$ cat src/rtl/ser_pkg.sv
// ----------------------------------------------------------------------------
// ser_pkg: definitions shared by the RISC5 serial transmitter and receiver.
//   state_t              receiver FSM state encoding
//   CLKS_PER_BIT_DEFAULT default bit time in clocks (same rate as transmitter)
//   DATA_BITS            data bits per 8N1 frame
// ----------------------------------------------------------------------------
package ser_pkg;

    typedef enum logic [2:0] {
        IDLE  = 3'd0,
        START = 3'd1,
        DATA  = 3'd2,
        STOP  = 3'd3,
        BREAK = 3'd4
    } state_t;

    localparam int CLKS_PER_BIT_DEFAULT = 12;
    localparam int DATA_BITS            = 8;

endpackage : ser_pkg

$ cat src/rtl/bit_sync.sv
// ----------------------------------------------------------------------------
// bit_sync: two-flop synchronizer for a single asynchronous input.
//   clk  in   destination clock
//   rst  in   asynchronous active-low reset; both flops reset to 1 (idle line)
//   d    in   asynchronous input
//   q    out  synchronized output (two clocks of latency)
// ----------------------------------------------------------------------------
module bit_sync (
    input  logic clk,
    input  logic rst,
    input  logic d,
    output logic q
);

    logic meta;

    always_ff @(posedge clk or negedge rst) begin
        if (!rst) begin
            meta <= 1'b1;
            q    <= 1'b1;
        end else begin
            meta <= d;
            q    <= meta;
        end
    end

endmodule : bit_sync

$ cat src/rtl/rcvr.sv
// ----------------------------------------------------------------------------
// rcvr: 8N1 asynchronous serial receiver for the RISC5 I/O subsystem.
//   clk   in   system clock, all state on rising edge
//   rst   in   asynchronous active-low reset
//   rxd   in   serial line, idle high, asynchronous to clk
//   read  in   one-cycle strobe: CPU has consumed data
//   data  out  last received byte (never cleared by read)
//   rdy   out  data holds an unread byte
//   ferr  out  sticky framing error
//   ovr   out  sticky overrun error
//
// Handshake: rdy rises on the clock edge that samples a good stop bit. A
// read strobe clears rdy, ferr and ovr on the next edge. If a byte completes
// in the same cycle as read, the new byte wins (rdy stays 1, ovr stays
// cleared); a byte completing while rdy=1 without read overwrites data and
// sets ovr. A framing error in the same cycle as read still sets ferr.
//
// CLKS_PER_BIT must be even and >= 4.
// ----------------------------------------------------------------------------
module rcvr
    import ser_pkg::*;
#(
    parameter int CLKS_PER_BIT = CLKS_PER_BIT_DEFAULT
) (
    input  logic       clk,
    input  logic       rst,
    input  logic       rxd,
    input  logic       read,
    output logic [7:0] data,
    output logic       rdy,
    output logic       ferr,
    output logic       ovr
);

    localparam int HALF_BIT = CLKS_PER_BIT / 2;
    localparam int CW       = $clog2(CLKS_PER_BIT);

    logic          rxd_s;
    state_t        state;
    logic [CW-1:0] cnt;
    logic [2:0]    bitidx;
    logic [7:0]    shift;

    bit_sync u_sync (
        .clk (clk),
        .rst (rst),
        .d   (rxd),
        .q   (rxd_s)
    );

    always_ff @(posedge clk or negedge rst) begin
        if (!rst) begin
            state  <= IDLE;
            cnt    <= '0;
            bitidx <= '0;
            shift  <= '0;
            data   <= 8'h00;
            rdy    <= 1'b0;
            ferr   <= 1'b0;
            ovr    <= 1'b0;
        end else begin
            // Read clears first; frame-completion assignments below override.
            if (read) begin
                rdy  <= 1'b0;
                ferr <= 1'b0;
                ovr  <= 1'b0;
            end

            case (state)
                IDLE: begin
                    if (!rxd_s) begin
                        state <= START;
                        cnt   <= CW'(HALF_BIT - 1);
                    end
                end

                START: begin
                    if (cnt != '0) begin
                        cnt <= cnt - 1'b1;
                    end else if (!rxd_s) begin
                        // Start bit still low at mid-bit: a real frame.
                        state  <= DATA;
                        cnt    <= CW'(CLKS_PER_BIT - 1);
                        bitidx <= '0;
                    end else begin
                        // Glitch shorter than half a bit: drop silently.
                        state <= IDLE;
                    end
                end

                DATA: begin
                    if (cnt != '0) begin
                        cnt <= cnt - 1'b1;
                    end else begin
                        shift <= {rxd_s, shift[7:1]};
                        cnt   <= CW'(CLKS_PER_BIT - 1);
                        if (bitidx == 3'(DATA_BITS - 1)) begin
                            state <= STOP;
                        end else begin
                            bitidx <= bitidx + 1'b1;
                        end
                    end
                end

                STOP: begin
                    if (cnt != '0) begin
                        cnt <= cnt - 1'b1;
                    end else if (rxd_s) begin
                        data  <= shift;
                        rdy   <= 1'b1;
                        // Overrun only if the previous byte is still unread
                        // after this cycle's read.
                        if (rdy && !read) begin
                            ovr <= 1'b1;
                        end
                        state <= IDLE;
                    end else begin
                        ferr  <= 1'b1;
                        state <= BREAK;
                    end
                end

                BREAK: begin
                    // Line held low: wait for it to return high so a break
                    // reports only one framing error.
                    if (rxd_s) begin
                        state <= IDLE;
                    end
                end

                default: state <= IDLE;
            endcase
        end
    end

endmodule : rcvr

$ cat config.mk
export PLATFORM = sky130hd
export DESIGN_NAME = rcvr
export DESIGN_NICKNAME = d
export VERILOG_FILES = /design/src/rtl/ser_pkg.sv /design/src/rtl/bit_sync.sv /design/src/rtl/rcvr.sv
export SDC_FILE = /design/constraint.sdc
export NUM_CORES = 1
export LEC_CHECK = 0
export ABC_AREA = 1
export CAP_MARGIN = 20
export CELL_PAD_IN_SITES_DETAIL_PLACEMENT = 1
export CELL_PAD_IN_SITES_GLOBAL_PLACEMENT = 1
export CORE_UTILIZATION = 35
export CTS_CLUSTER_DIAMETER = 100
export DETAILED_ROUTE_END_ITERATION = 10
export GPL_TIMING_DRIVEN = 0
export PLACE_DENSITY_LB_ADDON = 0.1
export REMOVE_ABC_BUFFERS = 1
export SYNTH_ARGS = -nofsm -noshare
export SYNTH_HDL_FRONTEND = slang
export SYNTH_HIERARCHICAL = 1
export SYNTH_SLANG_ARGS = --single-unit
$ cat constraint.sdc
create_clock -name clk -period 1.4 [get_ports clk]
set_input_delay 0.28 -clock clk [delete_from_list [all_inputs] [get_ports clk]]
set_output_delay 0.28 -clock clk [all_outputs]
set_load 0.01 [all_outputs]
==> results of run 1 <==
[synthesized netlist by cell type (2+ instances only)]
master / number / area, um^2
nor2_1: 13 / 48.80
o21ai_1: 5 / 25.02
nor2_8: 2 / 40.04
nor2_2: 4 / 25.02
o21ai_0: 9 / 45.04
inv_2: 4 / 15.01
ha_1: 4 / 50.05
a21oi_1: 8 / 40.04
nand3_1: 12 / 60.06
nand2_2: 2 / 12.51
dfrtp_1: 29 / 725.7
dfstp_2: 2 / 52.55
nand2_1: 55 / 206.5
inv_1: 16 / 60.06
a21oi_2: 2 / 17.52
nand2_4: 2 / 22.52
nand4_1: 4 / 25.02
[state kept, by name (all words and copies together) (netlist names)]
register	cells
bitidx	3
cnt	4
data	8
ferr	1
ovr	1
rdy	1
shift	8
state	3
u_sync/meta	1
u_sync/q	1
[stage by stage]
stage | area [um^2] | worst slack, ns | power, mW | cells | hold WS [ns]
2_1_floorplan | 1490 | -0.02152 | 2.468 | 175 | -0.01559
3_3_place_gp | 1693 | -0.5732 | 2.887 | 239 | 0.3462
3_5_place_dp | 1688 | -0.3075 | 2.967 | 239 | 0.3496
4_1_cts | 1957 | -0.04521 | 4.109 | 257 | 0.07737
5_1_grt | 2072 | -0.09804 | 4.684 | 259 | 0.1157
6_report | 2072 | -0.03215 | 4.347 | 259 | 0.05047
[repair_timing]
action	CTS	global route
gates cloned	3	0
setup buffers	7	2
pin swaps	12	9
setup endpoints to repair	38	29
resized for setup	37	33
[critical path, delay by kind of cell (launching register included)]
kind	cells	cell delay [ns]
flip-flops	1	0.41
buffers and inverters	2	0.28
AND/OR/NAND/NOR	7	0.47
adder cells (fa/ha/maj)	1	0.15
[worst min-delay path by stage]
stage,start,endpoint,slack (ns),cells past startpoint
final,rst,cnt[3],0.05,1
after global routing,rst,cnt[0],0.12,1
after CTS,rst,cnt[3],0.08,1
after detailed placement,u_sync/meta,u_sync/q,0.35,0
after global placement,u_sync/meta,u_sync/q,0.35,0
after floorplan,rst,bitidx[0],-0.02,0
[routing by layer]
| layer | part of all wire, % | vias up | global-route usage [%] |
|---|---|---|---|
| li1 | - | 633 | - |
| met1 | 45 | 632 | 24.77 |
| met2 | 53 | 18 | 31.19 |
| met3 | 2.8 | 0 | 4.167 |
| met4 | 0 | 0 | 3.906 |
| met5 | 0 | - | 0 |
[kinds of logic (layout without fill, tap and decap cells)]
| logic type | count (synthesis) | count (layout) | share of synthesized area, % |
|---|---|---|---|
| AO/OA/AOI/OAI | 24 | 24 | 8.416 |
| adder cells (fa/ha/maj) | 4 | 4 | 3.300 |
| buffers and inverters | 22 | 51 | 6.683 |
| flip-flops | 31 | 31 | 51.32 |
| AND/OR/NAND/NOR | 96 | 99 | 30.28 |
[where the power goes]
part           switching, mW  internal [mW]  leakage [nW]
combinational           1.24          0.849         0.601
clock                  0.330          0.449        0.0515
sequential             0.282           1.19         0.400
total                   1.85           2.49          1.05
[cell type report]
type	count	area [um^2]	share of cell area (%)
well taps	50	62.56	3.019
clock buffers	8	100.1	4.831
multi-input cells	127	842.1	40.64
flip-flops and latches	31	779.5	37.62
repair buffers	23	205.2	9.903
inverters	20	82.58	3.986
==> qor.txt, run 1 <==
Final Max Tran Viols - 0
DR vias/cell - 4.954
Cell Area, Synth - 1516 um^2
Hold Path Class - in2async
Fill cells - 470
Register area share after synthesis - 51.32%
Final min period - 1.432 ns
Area growth syn-to-layout - 36.63%
Crit path max-delay cell type - dfrtp_1
Core area - 4086 um^2
Worst setup path startpoint - cnt[0]
Least-Margin Pin Slew - 0.7198 ns
Pin count of the biggest net entering global routing - 32
RSZ-0062 raised after global routing - yes
Nets - 216
GRT Util Overall - 18.71%
Peak Freq - 698.3 MHz
Die area - 4600 um^2
Status - complete, but fails checks
First-pass GRT wire length - 6.341 mm
Final Hold Fails - 0
Worst-Skew Late Latency - 0.28 ns
Wire length per cell - 14.72 um
Critical Path Max Stage Delay - 0.41 ns
MaxCap Viol Count - 0
CP arrival - 1.61 ns
Detail Route Antenna Nets - 0
Maximum VDD drop - 797.6 uV
Most common cell after layout, fill and taps aside - nand2_1
Ys Warns - 6
# DRC - 0
Worst setup path endpoint - cnt[2]
Clock buffer depth - 2
DRT Wirelength - 3.812 mm
Cts hold-fix bufs - 0
Maximum fanout along the worst path - 8
DR iter-0 viols - 74
Gpl congestion - 0.7524
Chip Height - 67.83 um
Async SR Flop Fraction - 100.0%
Number of detailed-route iterations in the first pass - 4
Share of post-route cells with drive strength above 1 - 36.36%
Crit path cell chain - inv_2 -> ha_4 -> nand2_4 -> nor2_8 -> buf_12 -> nor2_4 -> nand2_1 -> nand3_1 -> nand2_1 -> nand2_1
CTS Root Cell - clkbuf_8
Most frequent cells in the layout - nand2_1 (41), dfrtp_1 (28), nand2_2 (14), inv_1 (14), dlygate4sd2_1 (11)
Post-synthesis cell count - 177
Initial core utilization - 37.11%
Reg2reg start - cnt[0]
Initial antenna violation count - 0
# diodes - 0
# H-tree levels - 2
Via count - 1,283
Vias in the first global route - 1,352
CTS buffer count - 5
Clock slew at reported path FFs - 0.07 ns
Synthesized area per cell - 8.568 um^2
CP Class - reg2reg
Crit path launch type - flop
Failing checks - negative setup slack
GRT overflow - 0
R2r endpoint - cnt[2]
Port buffer count - 14
DPL Wire Length - 2.372 mm
Crit-path most repeated cell - nand2_1
Reg2Reg Depth - 10
Crit path capture type - flop
Most used flip-flop cell after synthesis - dfrtp_1
Rows - 23
Fin crit share - 102.3%
Leak - 1.052 nW
Total Neg Setup Slack - -0.1622 ns
Max_slew headroom - 52.01%
Number of synthesized register bits - 31
Die width - 67.83 um
CP Data Required Time - 1.57 ns
Setup-failing EPs final - 10
Synth cell types - 21
EDFF count, synth - 0
CTS tree - done
Setup ws final - -0.03215 ns
Clock sinks - 31
R2R Setup Slk - -0.03 ns
Io pins - 15
Post-Route Skew - 0.007803 ns
Cell Pwr Density - 2098 nW/um^2
Final Core Density - 50.70%
No activity file was read; power rests on OpenSTA's default activity.
==> run 2, diff against run 1 <==
- CTS_CLUSTER_SIZE: default -> 8
==> results of run 2 <==
Same layout as run 1: the final DEF is identical, and so are final timing and power.
==> run 3, diff against run 2 <==
- SKIP_CTS_REPAIR_TIMING: default -> 1
==> run 3 against run 2 <==
Net effect:
- the run still ends with negative setup slack left
- utilization decreased by 2.8 points
- sequential power decreased by 3%
- critical path depth decreased by 1
- critical endpoint is now data[3]
==> qor.txt, run 3 (synthesis results as in run 1) <==
Critical Path Max Stage Delay - 0.42 ns
Die area - 4600 um^2
Least-Margin Pin Slew - 0.7081 ns
Chip Height - 67.83 um
Number of detailed-route iterations in the first pass - 3
Setup ws final - -0.1451 ns
Leak - 1.156 nW
Hold Path Class - in2async
Setup-failing EPs final - 25
CP Class - reg2reg
Detail Route Antenna Nets - 0
GRT overflow - 0
CTS buffer count - 5
CP Data Required Time - 1.60 ns
Die width - 67.83 um
MaxCap Viol Count - 0
Io pins - 15
Peak Freq - 647.2 MHz
Share of post-route cells with drive strength above 1 - 21.46%
CTS tree - done
Vias in the first global route - 1,280
Clock slew at reported path FFs - 0.07 ns
Core area - 4086 um^2
DRT Wirelength - 3.512 mm
Rows - 23
Gpl congestion - 0.7524
# H-tree levels - 2
Pin count of the biggest net entering global routing - 32
DR iter-0 viols - 115
Via count - 1,249
Wire length per cell - 13.77 um
Clock buffer depth - 2
GRT Util Overall - 16.84%
Top flop regs - data (8), shift (8), cnt (4)
Cell Pwr Density - 1993 nW/um^2
RSZ-0062 raised after global routing - yes
DR vias/cell - 4.898
Crit path capture type - flop
Area growth syn-to-layout - 29.04%
Final Max Tran Viols - 0
# diodes - 0
Failing checks - negative setup slack
Max_slew headroom - 52.79%
Crit path launch type - flop
DPL Wire Length - 2.372 mm
Nets - 212
Fill cells - 473
Crit path max-delay cell type - dfrtp_1
Initial antenna violation count - 0
# DRC - 0
First-pass GRT wire length - 5.754 mm
Fin crit share - 110.4%
Maximum fanout along the worst path - 7
Final min period - 1.545 ns
Final Hold Fails - 0
Initial core utilization - 37.11%
Port buffer count - 14
Crit path cell chain - inv_2 -> ha_4 -> nand2_4 -> nor2_8 -> nand2_8 -> nor2_8 -> buf_8 -> nor2_2 -> a21oi_2
Final Core Density - 47.89%
CTS Root Cell - clkbuf_8
CP arrival - 1.75 ns
Maximum VDD drop - 789.7 uV
Most frequent cells in the layout - nand2_1 (53), dfrtp_1 (29), inv_1 (14)
Worst-Skew Late Latency - 0.28 ns
Crit-path most repeated cell - nor2_8
Pre-CTS WS - -0.3075 ns
Clock sinks - 31
Most common cell after layout, fill and taps aside - nand2_1
Post-Route Skew - 0.006530 ns
Status - complete, but fails checks
## run 3: cell type report
cell class,count,area (um^2),area share (%)
repair buffers,22,246.5,12.60
well taps,50,62.56,3.197
flip-flops and latches,31,778.2,39.77
multi-input cells,124,694.4,35.49
clock buffers,8,100.1,5.115
inverters,20,75.07,3.836
## run 3: per-layer routing
metal  up-vias  track usage [%]  share of wire (%)
met4         0            3.906               0.28
met2        13            28.84                 50
li1        617                -                  -
met3         2            4.167                2.6
met5         -                0                  0
met1       617            21.23                 47
## run 3: stage by stage
stage	area (um^2)	cells	total power, mW	hold slack (ns)	TNS, ns
floorplan	1490	175	2.468	-0.01559	-0.06022
global placement	1693	239	2.887	0.3462	-20.16
detailed placement	1688	239	2.967	0.3496	-4.504
CTS	1788	247	3.756	0.07737	-5.570
global route	1957	255	4.236	0.1172	-4.194
finish	1957	255	3.900	0.04757	-1.483
## run 3: power by group
part / leakage (nW) / internal, mW / switching [mW]
Combinational: 0.702 / 0.669 / 1.01
Sequential: 0.402 / 1.19 / 0.245
Clock: 0.0515 / 0.449 / 0.332
Total: 1.16 / 2.31 / 1.59
## run 3: path summary, 6_finish.rpt
kind                             startpoint  endpoint  slack (ns)  cells past startpoint
worst max-delay path                 cnt[0]   data[3]       -0.15                      9
worst min-delay path                    rst    cnt[3]        0.05                      1
worst max register to register       cnt[0]   data[3]       -0.15                      9
worst min register to register  u_sync/meta  u_sync/q        0.36                      0
max in group asynchronous               rst  shift[5]        0.89                      1
min in group clk                u_sync/meta  u_sync/q        0.36                      0
## run 3: worst max-delay path, delay by kind of cell (launching register included)
family | cells | cell delay (ns)
and+or+nand+nor | 5 | 0.53
DFF | 1 | 0.42
buffers and inverters | 2 | 0.27
adders and majority gates | 1 | 0.15
AOI/OAI and AO/OA | 1 | 0.09
==> patch: new RTL, flow settings as in run 3 <==
Register the output `ferr` once more, with the module's reset; this adds one clock of latency there. The other outputs are not delayed to match. Comments in the files are not updated.
--- a/src/rtl/rcvr.sv
+++ b/src/rtl/rcvr.sv
@@ -36,4 +36,6 @@
     localparam int CW       = $clog2(CLKS_PER_BIT);
 
+    logic ferr_s0;
+
     logic          rxd_s;
     state_t        state;
@@ -57,5 +59,5 @@
             data   <= 8'h00;
             rdy    <= 1'b0;
-            ferr   <= 1'b0;
+            ferr_s0 <= 1'b0;
             ovr    <= 1'b0;
         end else begin
@@ -63,5 +65,5 @@
             if (read) begin
                 rdy  <= 1'b0;
-                ferr <= 1'b0;
+                ferr_s0 <= 1'b0;
                 ovr  <= 1'b0;
             end
@@ -116,5 +118,5 @@
                         state <= IDLE;
                     end else begin
-                        ferr  <= 1'b1;
+                        ferr_s0 <= 1'b1;
                         state <= BREAK;
                     end
@@ -134,4 +136,12 @@
     end
 
+    always_ff @(posedge clk or negedge rst) begin
+        if (!rst) begin
+            ferr <= '0;
+        end else begin
+            ferr <= ferr_s0;
+        end
+    end
+
 endmodule : rcvr
 
Formal check against the unedited RTL: no difference found for any inputs over 10 cycles, from zero or initial values and one cycle with rst low; that may be too few to reach the edited logic, so the function may still have changed.
==> patch against run 3 <==
- the flow still finishes with violations (negative setup slack)
- clock power rose by 26%
- power rose by 12%
- routed wire length rose by 6.5%
- sequential share of layout area fell by 1.2 points
- design area rose by 7.0%
- sequential cell count rose by 1
- setup slack improved by 0.046 ns
- area after synthesis rose by 1.2%
- critical path type unchanged
==> patch: results <==
group,metric,value,unit
place,dp_worst_setup_slack,-0.408,ns
power,ir_drop,878,uV
status,status,"finished, violations left",
synthesis,seq_area_frac_synth,52.4,%
power,share_comb_of_total_power,43.2,%
drt,postRouteWirelength,3740,um
sta,setup_violations,21,
cells_and_area,num-nets-final,218,
cells_and_area,nNonClkBuffers,26,
status,violations,"negative setup slack",
drt,drt-pass1-iter-count,4,
synthesis,synth_top_cells_by_area,"dfrtp_1 49%, nand2_1 14%, nand3_1 4.2%",
place,post_dp_cell_area,0.00170,mm2
power,total_power,4.37,mW
place,gp_congestion,0.804,
global_routing,grt.total_usage,18.3,%
cells_and_area,fillerInstances,478,
cells_and_area,share_of_the_final_layout_cell_area_in_multi_input_gates,36.3,%
power,cellLeakagePower,1.19,nW
power,power.sequential.fraction,34.3,%
worst_setup_path,worst-path-max-fanout,8,
drt,met2WireLength,1950,um
sta,clock_skew,0.00581,ns
drt,route.layer.met1.wl,1630,um
cells_and_area,final-seq-area,807,um2
cells_and_area,seq_cell_count,32,
drt,met3_length,101,um
place,placedCellCount,241,
global_routing,grt_max_degree,33,
power,internal_power,2.64,mW
synthesis,ys_top_cells_by_count,"58 x nand2_1, 30 x dfrtp_1, 16 x inv_1, 15 x nor2_1, 13 x nand3_1",
sta,timing.final.ws_setup,-0.0993,ns
sta,totalNegativeSetupSlack,-0.990,ns
synthesis,yosys.cell_types.count,21,
cells_and_area,final_util,50.9,%
synthesis,post_synth.cell_area_avg,8.52,um2
cells_and_area,finish.cell_count_without_fillers,261,
cells_and_area,clock_network_area_fraction,6.03,%
cells_and_area,nNonClkInverters,19,
worst_setup_path,crit_arrival,1.72,ns
global_routing,first_pass_grt_wire_length,6030,um
cells_and_area,buffer_area_share,12.6,%
sta,holdWs,0.0490,ns
worst_setup_path,critPathMaxStageDelay,0.40,ns
sta,slew_headroom,51.1,%
die,die_w,68.2,um
place,dpl.hpwl,2450,um
drt,drt_first_iter_violations,59,
cells_and_area,clkbuf_count,7,
## patch: cell types whose count changed after synthesis, sizes merged
cell,before,now
inv,20,19
buf,2,3
a21oi,10,9
nand2,59,62
nor2,20,19
dfrtp,29,30
nand3,12,13
## patch: path summary, 6_finish.rpt
check	start	depth (start not counted)	endpoint
max reg2reg	cnt[0]	9	data[2]
min reg2reg	u_sync/meta	0	u_sync/q
min in group clk	u_sync/meta	0	u_sync/q
max	cnt[0]	9	data[2]
max in group asynchronous	rst	1	state[1]
min	rst	1	cnt[3]
## patch: kinds of logic after synthesis
logic type,synth area share (%)
AOI/OAI and AO/OA,8.24
and+or+nand+nor,29.7
DFF,52.4
buffers and inverters,6.44
adders and majority gates,3.26
## patch: layer usage
layer  global-route usage (%)  vias to the layer above
met3                     5.50                        7
li1                         -                      630
met2                     30.0                       11
met1                     22.2                      636
met5                        0                        -
met4                     7.81                        0
